==> config.mk <==
export PLATFORM = sky130hd
export DESIGN_NAME = watch_set_ctrl
export DESIGN_NICKNAME = d
export VERILOG_FILES = /design/src/rtl/watch_pkg.sv /design/src/rtl/watch_field_step.sv /design/src/rtl/watch_set_ctrl.sv
export SDC_FILE = /design/constraint.sdc
export NUM_CORES = 1
export LEC_CHECK = 0
export BUFFER_PORTS_ARGS = -buffer_cell sky130_fd_sc_hd__buf_2
export CAP_MARGIN = 20
export CORE_ASPECT_RATIO = 1.2
export CORE_MARGIN = 5
export CORE_UTILIZATION = 60
export CTS_BUF_LIST = sky130_fd_sc_hd__clkbuf_16
export DETAILED_ROUTE_END_ITERATION = 12
export GPL_TIMING_DRIVEN = 0
export PLACE_DENSITY = 0.86
export SETUP_SLACK_MARGIN = 0.02
export SYNTH_ARGS = -nofsm -noshare
export SYNTH_HDL_FRONTEND = slang
export SYNTH_SLANG_ARGS = --single-unit
export TNS_END_PERCENT = 10
==> constraint.sdc <==
create_clock -name clk -period 3 [get_ports clk]
set_input_delay 0.3 -clock clk [delete_from_list [all_inputs] [get_ports clk]]
set_output_delay 0.3 -clock clk [all_outputs]
set_load 0.02 [all_outputs]
==> src/rtl/watch_pkg.sv <==
// Shared widths, field limits, state encoding and edit_field codes for the watch set editor.
package watch_pkg;

    localparam int HOUR_W = 5;
    localparam int MIN_W  = 6;
    localparam int SEC_W  = 6;
    localparam int TIME_W = HOUR_W + MIN_W + SEC_W;

    localparam logic [HOUR_W-1:0] HOUR_MAX   = 5'd23;
    localparam logic [MIN_W-1:0]  MINSEC_MAX = 6'd59;

    typedef enum logic [2:0] {
        IDLE,
        HOUR,
        MIN,
        SEC,
        COMMIT
    } watch_state_t;

    localparam logic [1:0] FIELD_NONE = 2'd0;
    localparam logic [1:0] FIELD_HOUR = 2'd1;
    localparam logic [1:0] FIELD_MIN  = 2'd2;
    localparam logic [1:0] FIELD_SEC  = 2'd3;

endpackage

==> src/rtl/watch_field_step.sv <==
// Combinational wrap-around up/down step of one time field, modulo (max+1).
module watch_field_step #(
    parameter int W = 6
) (
    input  logic [W-1:0] value,
    input  logic [W-1:0] max,
    input  logic         up,
    input  logic         down,
    output logic [W-1:0] next
);

    // Simultaneous up and down cancel out; out-of-range inputs fold back into range.
    always_comb begin
        next = value;
        if (up && !down) begin
            next = (value >= max) ? '0 : value + W'(1);
        end else if (down && !up) begin
            next = (value == '0 || value > max) ? max : value - W'(1);
        end
    end

endmodule

==> src/rtl/watch_set_ctrl.sv <==
// Button-driven hour/min/sec editor that loads the watch counter via bin_watch/set_watch.
// Optional inactivity abandon: define WATCH_SET_TIMEOUT_EN.
module watch_set_ctrl #(
    parameter int TIMEOUT_S = 30
) (
    input  logic        clk,
    input  logic        rst,
    input  logic        en_1hz,
    input  logic        btn_mode,
    input  logic        btn_up,
    input  logic        btn_down,
    input  logic        btn_cancel,
    input  logic [4:0]  cur_hour,
    input  logic [5:0]  cur_min,
    input  logic [5:0]  cur_sec,
    output logic [16:0] bin_watch,
    output logic        set_watch,
    output logic        edit_active,
    output logic [1:0]  edit_field,
    output logic        blink
);

    import watch_pkg::*;

    watch_state_t      r_state;
    logic [HOUR_W-1:0] r_hour;
    logic [MIN_W-1:0]  r_min;
    logic [SEC_W-1:0]  r_sec;
    logic              r_setWatch;
    logic              r_editActive;
    logic [1:0]        r_editField;
    logic              r_blink;

    logic              w_busy;
    logic              w_abort;
    logic              w_stepOk;
    logic              w_timeout;
    logic [HOUR_W-1:0] w_capHour;
    logic [MIN_W-1:0]  w_capMin;
    logic [SEC_W-1:0]  w_capSec;
    logic [HOUR_W-1:0] w_hourNext;
    logic [MIN_W-1:0]  w_minNext;
    logic [SEC_W-1:0]  w_secNext;

    assign w_busy   = (r_state == HOUR) || (r_state == MIN) || (r_state == SEC);
    assign w_abort  = btn_cancel || w_timeout;
    assign w_stepOk = w_busy && !w_abort && !btn_mode;

    assign w_capHour = (cur_hour > HOUR_MAX)   ? HOUR_MAX   : cur_hour;
    assign w_capMin  = (cur_min  > MINSEC_MAX) ? MINSEC_MAX : cur_min;
    assign w_capSec  = (cur_sec  > MINSEC_MAX) ? MINSEC_MAX : cur_sec;

`ifdef WATCH_SET_TIMEOUT_EN
    localparam int CNT_W = $clog2(TIMEOUT_S + 1);

    logic [CNT_W-1:0] r_idleCnt;
    logic             w_anyBtn;

    assign w_anyBtn  = btn_mode || btn_up || btn_down || btn_cancel;
    assign w_timeout = w_busy && en_1hz && !w_anyBtn &&
                       (r_idleCnt == CNT_W'(TIMEOUT_S - 1));

    // Any button (including the mode press that enters HOUR) restarts the inactivity count.
    always_ff @(posedge clk or negedge rst) begin
        if (!rst) begin
            r_idleCnt <= '0;
        end else if (w_anyBtn) begin
            r_idleCnt <= '0;
        end else if (en_1hz && w_busy) begin
            r_idleCnt <= r_idleCnt + CNT_W'(1);
        end
    end
`else
    assign w_timeout = 1'b0;
`endif

    watch_field_step #(.W(HOUR_W)) u_hourStep (
        .value (r_hour),
        .max   (HOUR_MAX),
        .up    (w_stepOk && (r_state == HOUR) && btn_up),
        .down  (w_stepOk && (r_state == HOUR) && btn_down),
        .next  (w_hourNext)
    );

    watch_field_step #(.W(MIN_W)) u_minStep (
        .value (r_min),
        .max   (MINSEC_MAX),
        .up    (w_stepOk && (r_state == MIN) && btn_up),
        .down  (w_stepOk && (r_state == MIN) && btn_down),
        .next  (w_minNext)
    );

    watch_field_step #(.W(SEC_W)) u_secStep (
        .value (r_sec),
        .max   (MINSEC_MAX),
        .up    (w_stepOk && (r_state == SEC) && btn_up),
        .down  (w_stepOk && (r_state == SEC) && btn_down),
        .next  (w_secNext)
    );

    // Outputs are decoded from the next state so they line up with it in the same cycle.
    always_ff @(posedge clk or negedge rst) begin
        if (!rst) begin
            r_state      <= IDLE;
            r_hour       <= '0;
            r_min        <= '0;
            r_sec        <= '0;
            r_setWatch   <= 1'b0;
            r_editActive <= 1'b0;
            r_editField  <= FIELD_NONE;
            r_blink      <= 1'b0;
        end else begin
            r_setWatch <= 1'b0;
            case (r_state)
                IDLE: begin
                    r_blink <= 1'b0;
                    if (btn_mode) begin
                        r_state      <= HOUR;
                        r_hour       <= w_capHour;
                        r_min        <= w_capMin;
                        r_sec        <= w_capSec;
                        r_editActive <= 1'b1;
                        r_editField  <= FIELD_HOUR;
                        r_blink      <= 1'b1;
                    end
                end
                HOUR, MIN, SEC: begin
                    if (w_abort) begin
                        r_state      <= IDLE;
                        r_editActive <= 1'b0;
                        r_editField  <= FIELD_NONE;
                        r_blink      <= 1'b0;
                    end else if (btn_mode) begin
                        r_blink <= 1'b1;
                        case (r_state)
                            HOUR: begin
                                r_state     <= MIN;
                                r_editField <= FIELD_MIN;
                            end
                            MIN: begin
                                r_state     <= SEC;
                                r_editField <= FIELD_SEC;
                            end
                            default: begin
                                r_state      <= COMMIT;
                                r_setWatch   <= 1'b1;
                                r_editActive <= 1'b0;
                                r_editField  <= FIELD_NONE;
                                r_blink      <= 1'b0;
                            end
                        endcase
                    end else begin
                        r_hour <= w_hourNext;
                        r_min  <= w_minNext;
                        r_sec  <= w_secNext;
                        if (btn_up || btn_down) begin
                            r_blink <= 1'b1;
                        end else if (en_1hz) begin
                            r_blink <= !r_blink;
                        end
                    end
                end
                COMMIT: begin
                    r_state <= IDLE;
                    r_blink <= 1'b0;
                end
                default: begin
                    r_state <= IDLE;
                end
            endcase
        end
    end

    assign bin_watch   = {r_hour, r_min, r_sec};
    assign set_watch   = r_setWatch;
    assign edit_active = r_editActive;
    assign edit_field  = r_editField;
    assign blink       = r_blink;

endmodule

==> results.toml <==
[place]
place_ws_ns = 0.677
dpl_cell_area_um2 = 2490
gp_congestion = 0.890
dp_hpwl_um = 4280
port_buffers = 43
dpl.cell_count = 366

[setup_path]
crit_required_ns = 3.16
crit_path_end_kind = "register"
rr_worst_depth = 7
cp-start-kind = "register"
critical_path_class = "register to register"
crit_path_max_fanout = 9
cp.arrival_ns = 2.57

[route]
drc = 0
first_pass_iters = 4
first_iter_violations = 200
ant_nets = 0
wl_um = 5770
wl_per_cell_um = 15.6
dr_total_vias = 2357
vias_per_cell = 6.37

[cts]
cts_hold_buf = 0
cts_root_buf = "clkbuf_16"
cts_buffers = 3
cts_setup_buffers = 0
htree_levels = 1
clk_pin_slew_ns = 0.07
cts_sinks = 25
cts_resized = 0
clock_latency_ns = 0.26
cts_tree = "yes"
clk_path_buf_depth = 2

[cells_and_area]
nets = 364
diodes = 0
layout-drive-gt1-share_pct = 18.1
nFillCells = 310
instances_no_fill = 370
fin_util_pct = 71.3
syn_to_final_growth_pct = 15.4
finalInstanceArea_um2 = 2570

[power_and_ir_drop]
leakage_nw = 1.08
p_comb_share_pct = 60.9
intPower_mw = 1.20
swShare_pct = 48.2
total_power_mw = 2.31
ir_drop_mv = 0.434
p_sw_mw = 1.12
powerDensity_nw_per_um2 = 901
pwr-share-seq_pct = 26.0
clockPowerShare_pct = 13.1

[grt]
grt_pass1_vias = 2191
grt_antenna_before_repair = 0
global_route.overflow_total = 0
grtUsageTotal_pct = 23.3
grt_first_pass_wirelength_um = 9700
grt_max_degree = 26

[floorplanning]
fp.dieW_um = 65.6
num_io_pins = 46
fp-row-count = 24
die-area_um2 = 5030
die_h_um = 76.7
start_util_pct = 61.7
core_area_um2 = 3600

[timing]
finalCritPeriodShare_pct = 80.6
fin_crit_ns = 2.42
drv_slew = 0
max_slew_margin_pct = 48.3
finalSetupViolations = 0
rsz0062_at_grt = "no"
finalWorstSetupSlack_ns = 0.583
tightest_slew_ns = 0.754
timing.fmax_mhz = 414
finClkSkew_ns = 0.00524
hold_slack_ns = 0.0407
tns_ns = 0
final_hold_viol_count = 0

[logic_synthesis]
synth_edf_count = 0
yosys_warnings = 0
ys_types = 62
syn_area_per_cell_um2 = 7.83
async_flop_share_pct = 100
ys.flop_type = "dfrtp_1"
synth_seq_cells = 25
syn_inst = 284
synth_seq_area_share_pct = 28.1
syn_nets = 316
synth_area_um2 = 2220

[job]
drv_cap = 0

[hold_path]
hold_class = "input pin to async pin"

[run_status]
status = "completed"
-- cell type report --
class                      instances  area (um^2)  area share (%)
clock buffer                       3         75.1            2.92
buffer                            21          105            4.09
sequential                        25          626            24.4
inverter                          12         45.0            1.75
multi-input combinational        226         1450            56.4
clock inverter                     1         3.75           0.146
tap                               39         48.8            1.90
timing repair buffer              43          215            8.38
-- power by group through the flow --
stage | Combinational [mW] | Sequential (mW) | Clock (mW)
finish | 1.41 | 0.602 | 0.302
detailed placement | 1.39 | 0.607 | 0
global placement | 1.37 | 0.603 | 0
CTS | 1.40 | 0.602 | 0.304
floorplan | 0.914 | 0.742 | 0
global route | 1.57 | 0.626 | 0.323
-- logic make-up (layout without fill, tap and decap cells) --
logic type	count (synthesis)	after routing	synth area share [%]
compound gates	92	92	28.8
xor+xnor	14	14	5.51
fa+ha+maj	9	9	4.95
buf+inv	33	80	6.75
flops	25	25	28.1
mux	3	3	1.46
simple gates	108	108	24.4
-- worst paths after layout --
path | slack, ns | endpoint | start
max in group asynchronous | 2.56 | r_min[0] | rst
worst min register to register | 0.52 | edit_field[0] | edit_field[0]
min in group clk | 0.22 | r_state[1] | btn_cancel
worst min-delay path | 0.04 | edit_field[1] | rst
worst max-delay path | 0.58 | r_sec[0] | r_state[1]
worst max register to register | 0.58 | r_sec[0] | r_state[1]
-- registers in the layout (all words and copies together) (netlist names) --
signal       flops
r_state          3
blink            1
r_min            6
r_sec            6
edit_active      1
set_watch        1
r_hour           5
edit_field       2
-- worst max-delay path, cell delays in order, from the launching register on --
cell      delay (ns)
dfrtp_1         0.36
clkbuf_1        0.17
nor2_1          0.32
mux2i_1         0.70
or3_1           0.20
clkbuf_1        0.28
nor2_1          0.08
a22o_1          0.20
-- Yosys cell counts (3+ instances only) --
cell type	instances	share of area, %
a211oi_1	5	1.7
nand4_1	4	1.1
clkbuf_1	13	2.2
dfrtp_1	25	28
a31oi_1	9	2.5
and3_1	4	1.1
o221ai_1	3	1.2
ha_1	8	4.5
nor2_1	28	4.7
o22a_1	3	1.2
o22ai_1	3	0.84
nand3_1	14	3.1
xor2_1	5	2.0
nand2_1	24	4.0
o21ai_0	8	1.8
inv_1	12	2.0
nand2b_1	4	1.1
a21oi_1	25	5.6
buf_6	3	1.5
nor3_1	12	2.7
xnor2_1	9	3.5
o211ai_1	3	1.0
o21a_1	5	1.7
or3_1	3	0.84
buf_2	3	0.67
-- per-layer routing --
layer  track usage (%)  part of all wire, %
met5                 0                    0
met4              9.13                  2.3
met2              39.1                   50
met1              29.4                   42
met3              3.95                  5.5
-- cell usage in the layout, fill, tap and decap left out, drive strengths merged, types with 8 or more instances in the layout --
master	synthesis	routed
o21ai	9	9
inv	12	13
xnor2	9	9
clkbuf	13	16
a21oi	25	25
buf	8	51
nand3	14	14
nor2	28	28
ha	8	8
a31oi	9	9
nor3	13	13
dfrtp	25	25
nand2	24	24
Note: power is estimated with default switching activity, not from simulation.
